File: src/rtl/mips_pkg.sv
// mips_pkg: shared widths, reset PC and fetch FSM state encoding for the MIPS fetch path.
package mips_pkg;
    localparam int PC_W = 13;
    localparam int INSTR_W = 32;
    localparam logic [PC_W-1:0] RESET_PC = 13'h0000;
    typedef enum logic [1:0] {IDLE, FETCH, VALID} fetch_state_t;
endpackage

File: src/rtl/pc_next_sel.sv
// pc_next_sel: combinational next-PC selection for the fetch sequencer.
//   i_pc            current PC
//   i_redir_valid   redirect request this cycle
//   i_redir_target  redirect target this cycle
//   i_pend_target   target latched by an earlier redirect during FETCH
//   i_slot_pend     deferred (delay-slot) target waiting   [PC_FETCH_DELAY_SLOT_EN]
//   i_slot_target   deferred target                        [PC_FETCH_DELAY_SLOT_EN]
//   o_slot_load     handshake redirect must be deferred    [PC_FETCH_DELAY_SLOT_EN]
//   o_hs_pc         PC to load at a decode handshake
//   o_fetch_pc      PC to reload when a redirected fetch is discarded
module pc_next_sel
    import mips_pkg::*;
(
    input  logic [PC_W-1:0] i_pc,
    input  logic            i_redir_valid,
    input  logic [PC_W-1:0] i_redir_target,
    input  logic [PC_W-1:0] i_pend_target,
`ifdef PC_FETCH_DELAY_SLOT_EN
    input  logic            i_slot_pend,
    input  logic [PC_W-1:0] i_slot_target,
    output logic            o_slot_load,
`endif
    output logic [PC_W-1:0] o_hs_pc,
    output logic [PC_W-1:0] o_fetch_pc
);
    logic [PC_W-1:0] w_seq_pc;

    // Wraps modulo 2^PC_W by width truncation.
    assign w_seq_pc   = i_pc + PC_W'(1);
    // A redirect arriving on the ack cycle itself is the most recent one, so it wins.
    assign o_fetch_pc = i_redir_valid ? i_redir_target : i_pend_target;
`ifdef PC_FETCH_DELAY_SLOT_EN
    // A waiting slot target overrides any redirect offered at this handshake.
    assign o_slot_load = i_redir_valid && !i_slot_pend;
    assign o_hs_pc     = i_slot_pend ? i_slot_target : w_seq_pc;
`else
    assign o_hs_pc     = i_redir_valid ? i_redir_target : w_seq_pc;
`endif
endmodule

File: src/rtl/pc_fetch_sequencer.sv
// pc_fetch_sequencer: owns the PC, fetches words over req/ack and hands them to decode over valid/ready.
//   clk, rst                      clock, async active-high reset
//   run, halt                     run level, stop-after-handoff pulse
//   imem_req/addr/ack/rdata       instruction memory handshake
//   instr_valid/ready, instr, instr_pc   decode handshake and held instruction
//   redirect_valid/target         branch/jump redirect
//   busy                          sequencer not idle
// Optional: PC_FETCH_DELAY_SLOT_EN defers a handshake redirect by one instruction.
module pc_fetch_sequencer
    import mips_pkg::*;
(
    input  logic               clk,
    input  logic               rst,
    input  logic               run,
    input  logic               halt,
    output logic               imem_req,
    output logic [PC_W-1:0]    imem_addr,
    input  logic               imem_ack,
    input  logic [INSTR_W-1:0] imem_rdata,
    output logic               instr_valid,
    input  logic               instr_ready,
    output logic [INSTR_W-1:0] instr,
    output logic [PC_W-1:0]    instr_pc,
    input  logic               redirect_valid,
    input  logic [PC_W-1:0]    redirect_target,
    output logic               busy
);
    fetch_state_t       r_state;
    fetch_state_t       w_state_nx;
    logic [PC_W-1:0]    r_pc;
    logic [INSTR_W-1:0] r_instr;
    logic [PC_W-1:0]    r_instr_pc;
    logic               r_halt_pend;
    logic               r_redir_pend;
    logic [PC_W-1:0]    r_redir_tgt;
    logic               w_redir;
    logic               w_stop;
    logic [PC_W-1:0]    w_hs_pc;
    logic [PC_W-1:0]    w_fetch_pc;
`ifdef PC_FETCH_DELAY_SLOT_EN
    logic               r_slot_pend;
    logic [PC_W-1:0]    r_slot_tgt;
    logic               w_slot_load;
`endif

    // Any redirect seen during this fetch, including one on the ack cycle, discards its data.
    assign w_redir = r_redir_pend || redirect_valid;
    assign w_stop  = halt || r_halt_pend || !run;

    pc_next_sel u_next (
        .i_pc           (r_pc),
        .i_redir_valid  (redirect_valid),
        .i_redir_target (redirect_target),
        .i_pend_target  (r_redir_tgt),
`ifdef PC_FETCH_DELAY_SLOT_EN
        .i_slot_pend    (r_slot_pend),
        .i_slot_target  (r_slot_tgt),
        .o_slot_load    (w_slot_load),
`endif
        .o_hs_pc        (w_hs_pc),
        .o_fetch_pc     (w_fetch_pc)
    );

    always_ff @(posedge clk or posedge rst) begin
        if (rst) r_state <= IDLE;
        else     r_state <= w_state_nx;
    end

    always_comb begin
        w_state_nx = r_state;
        case (r_state)
            IDLE:    w_state_nx = run ? FETCH : IDLE;
            FETCH:   w_state_nx = (imem_ack && !w_redir) ? VALID : FETCH;
            VALID:   w_state_nx = instr_ready ? (w_stop ? IDLE : FETCH) : VALID;
            default: w_state_nx = IDLE;
        endcase
    end

    always_ff @(posedge clk or posedge rst) begin
        if (rst) begin
            r_pc         <= RESET_PC;
            r_instr      <= '0;
            r_instr_pc   <= '0;
            r_halt_pend  <= 1'b0;
            r_redir_pend <= 1'b0;
            r_redir_tgt  <= '0;
`ifdef PC_FETCH_DELAY_SLOT_EN
            r_slot_pend  <= 1'b0;
            r_slot_tgt   <= '0;
`endif
        end else begin
            case (r_state)
                IDLE: if (redirect_valid) r_pc <= redirect_target;
                FETCH: begin
                    if (halt) r_halt_pend <= 1'b1;
                    if (redirect_valid) begin
                        r_redir_pend <= 1'b1;
                        r_redir_tgt  <= redirect_target;
                    end
                    // Later assignment to r_redir_pend wins: the ack consumes the pending redirect.
                    if (imem_ack && w_redir) begin
                        r_pc         <= w_fetch_pc;
                        r_redir_pend <= 1'b0;
                    end else if (imem_ack) begin
                        r_instr    <= imem_rdata;
                        r_instr_pc <= r_pc;
                    end
                end
                VALID: begin
                    if (halt) r_halt_pend <= 1'b1;
                    if (instr_ready) begin
                        r_pc        <= w_hs_pc;
                        r_halt_pend <= 1'b0;
`ifdef PC_FETCH_DELAY_SLOT_EN
                        r_slot_pend <= w_slot_load;
                        if (w_slot_load) r_slot_tgt <= redirect_target;
`endif
                    end
                end
                default: ;
            endcase
        end
    end

    assign imem_req    = r_state == FETCH;
    assign imem_addr   = r_pc;
    assign instr_valid = r_state == VALID;
    assign busy        = r_state != IDLE;
    assign instr       = r_instr;
    assign instr_pc    = r_instr_pc;
endmodule

File: config.mk
export PLATFORM = sky130hd
export DESIGN_NAME = pc_fetch_sequencer
export DESIGN_NICKNAME = d
export VERILOG_FILES = /design/src/rtl/mips_pkg.sv /design/src/rtl/pc_next_sel.sv /design/src/rtl/pc_fetch_sequencer.sv
export SDC_FILE = /design/constraint.sdc
export NUM_CORES = 1
export LEC_CHECK = 0
export ABC_CLOCK_PERIOD_IN_PS = 2400
export CORE_ASPECT_RATIO = 0.7
export CORE_MARGIN = 4
export CORE_UTILIZATION = 39
export CTS_CLUSTER_DIAMETER = 60
export CTS_CLUSTER_SIZE = 28
export DETAILED_ROUTE_END_ITERATION = 12
export PLACE_DENSITY_LB_ADDON = 0.15
export SLEW_MARGIN = 5
export SYNTH_ARGS = -nofsm -noshare
export SYNTH_HDL_FRONTEND = slang
export SYNTH_SLANG_ARGS = --single-unit
File: constraint.sdc
create_clock -name clk -period 2.4 [get_ports clk]
set_input_delay 0.48 -clock clk [delete_from_list [all_inputs] [get_ports clk]]
set_output_delay 0.48 -clock clk [all_outputs]
set_load 0.01 [all_outputs]
==> results_dict.tcl <==
set metrics [dict create \
    dpl_cell_area_mm2 0.00492 \
    routed_via_density 4.98 \
    max-slew-margin-rel 0.598 \
    numClockSinks 75 \
    grt_pass1_vias 2798 \
    die_w_um 123 \
    synth_top_area_cell "dfrtp_1" \
    antenna_found_initial 0 \
    hold_viol_final 0 \
    timing.final.crit_share 0.968 \
    r2r_end "instr[28]" \
    r2r_setup_slack_ns 0.45 \
    syn-num-nets 360 \
    cp-start-kind "register" \
    reg2reg_depth 5 \
    row_count 29 \
    pin_count 113 \
    r2r-start "r_state[1]" \
    netlist-cell-type-count 46 \
    post_cts_buffers 0 \
    grt_pass1_wl_um 13900 \
    area_delta_synth_final_pct 43.5 \
    fin_setup_tns_ns 0 \
    grt_max_degree 47 \
    fin_area_mm2 0.00519 \
    fmax_ghz 0.431 \
    hold_class "register to register" \
    drc 0 \
    synth_most_common_cell "dfrtp_1" \
    critical_path_arrival_ns 1.84 \
    yosysWarnings 0 \
    dr.max_layer_used "met4" \
    final_max_slew_viol_count 0 \
    crit_path_end_kind "output port" \
    globalRouteOverflowTotal 0 \
    power_w 0.00678 \
    critPathCapture "imem_req" \
    ys_seq_area_frac 0.519 \
    ys_async_sr_fraction 1.00 \
    power_leakage_nw 2.19 \
    dp_hpwl_um 6290 \
    wl_um 8640 \
    antenna_left 0 \
    ir_worst_vdd_mv 0.826 \
    outcome "finished, final reports clean" \
    dr_wl_met3_um 640 \
    synth_ff_type "dfrtp_1" \
    avgSynthCellArea_um2 11.9 \
    cap_violations 0 \
    syn-cell-area_mm2 0.00362 \
    fillerInstances 758 \
    cts_tree "built" \
    layout-drive-gt1-share 0.226 \
    cp_max_fo 9 \
    die-area_mm2 0.0109 \
    crit_type "register to output port" \
    wl_met1_um 4140 \
    wl_per_cell_um 15.8 \
    coreArea_mm2 0.00903 \
    netlist_top_cells_count "dfrtp_1 (75), mux2_2 (61), o21ai_0 (19)" \
    clockBufferDepth 2 \
    vias 2727 \
    insertion_delay_ns 0.33 \
    synthCells 303 \
    cts_resized 0 \
    wl_met2_um 3770 \
    clkSlewWorstSetupHoldPaths_ns 0.06 \
    drt_iter0_drc 149 \
    dp.cells 532 \
    final_cells 548 \
    grt_setup_unrepaired "false" \
    gp_congestion 0.766 \
    fp.dieH_um 88.6 \
    ys_ff_latch 75 \
    htree_levels 3 \
    fin_nets 476 \
    portBuffers 112 \
    finalSetupViolations 0 \
    power_density_mw_per_mm2 1310 \
    period_needed_ns 2.32 \
    cp.required_ns 1.92 \
    track_usage 0.166 \
    tightest_slew_ns 0.602 \
    diodes 0 \
    synth_area_leaders "dfrtp_1 (52%), mux2_2 (19%), o21ai_0 (2.6%)" \
    netlist.area_leader.share 0.519 \
    finClkSkew_ns 0.00417 \
    cts_buffers 9 \
    cts_root_buf "clkbuf_16" \
    postCtsHoldBufs 0 \
    drt_first_pass_iters 4 \
    start_util 0.400 \
    synth_edf_count 0 \
    crit_path_start "r_state[1]" \
]
## per-layer routing
metal | GRT usage | vias up
met5 | 0 | -
met4 | 0.0513 | 0
met3 | 0.0645 | 10
met2 | 0.245 | 74
met1 | 0.227 | 1314
li1 | - | 1329
## cell usage in the layout (no fill, tap or decap), types with 6 or more instances in the layout
| cell type | Yosys | final |
|---|---|---|
| clkdlybuf4s50_1 | 0 | 112 |
| a21oi_1 | 10 | 10 |
| buf_4 | 0 | 6 |
| inv_1 | 11 | 10 |
| clkbuf_16 | 0 | 9 |
| o21ai_0 | 19 | 19 |
| mux2_2 | 61 | 61 |
| dfrtp_1 | 75 | 75 |
| nor2_1 | 17 | 17 |
| nand2_1 | 18 | 18 |
## critical path, cell delays in order, from the launching register on
cell	delay, ns
dfrtp_1	0.40
inv_1	0.09
ha_1	0.40
clkdlybuf4s50_1	0.62
## layout make-up
| type | instances | area (um2) | area share |
|---|---|---|---|
| Tap cell | 124 | 155 | 0.0299 |
| Inverter | 11 | 41.3 | 0.00795 |
| Multi-Input combinational cell | 199 | 1580 | 0.304 |
| Sequential cell | 75 | 1880 | 0.362 |
| Timing Repair Buffer | 123 | 1270 | 0.244 |
| Clock buffer | 14 | 264 | 0.0509 |
| Clock inverter | 2 | 10.0 | 0.00193 |
## stage by stage
stage               hold slack, ns   util  setup WS, ns
CTS                          0.503  0.575        0.0655
floorplan                    0.472      -        0.0100
detailed placement           0.490  0.544         0.155
finish                       0.499  0.575        0.0771
global placement             0.482  0.544         0.170
global route                 0.513  0.575       0.00203
## worst min path at each step
stage | startpoint | end | slack (ns) | cells after the start
2_1_floorplan | r_redir_tgt[5] | r_redir_tgt[5] | 0.47 | 1
3_3_place_gp | r_redir_tgt[5] | r_redir_tgt[5] | 0.48 | 1
3_5_place_dp | r_redir_tgt[5] | r_redir_tgt[5] | 0.49 | 1
4_1_cts | r_redir_tgt[5] | r_redir_tgt[5] | 0.50 | 1
5_1_grt | instr[26] | instr[26] | 0.51 | 1
6_report | r_redir_tgt[5] | r_redir_tgt[5] | 0.50 | 1
## registers in the layout, indices dropped and copies added, names as in the netlist
| signal | flops |
|---|---|
| r_redir_pend | 1 |
| imem_addr | 13 |
| r_halt_pend | 1 |
| r_state | 2 |
| instr_pc | 13 |
| instr | 32 |
| r_redir_tgt | 13 |
## cell families (layout without fill, tap and decap cells)
group | after synthesis | count (layout) | share of synthesized area
mux | 63 | 63 | 0.196
simple gates | 64 | 64 | 0.0934
compound gates | 62 | 62 | 0.117
buf+inv | 29 | 150 | 0.0453
fa+ha+maj | 5 | 5 | 0.0173
flops | 75 | 75 | 0.519
xor+xnor | 5 | 5 | 0.0121
## report_power, final
part	internal (W)	leakage (nW)	switching, W
logic	0.00186	1.15	0.00133
clock network	0.000753	0.137	0.000475
registers	0.00189	0.905	0.000462
total	0.00451	2.19	0.00226
(Power assumes the default switching activity.)
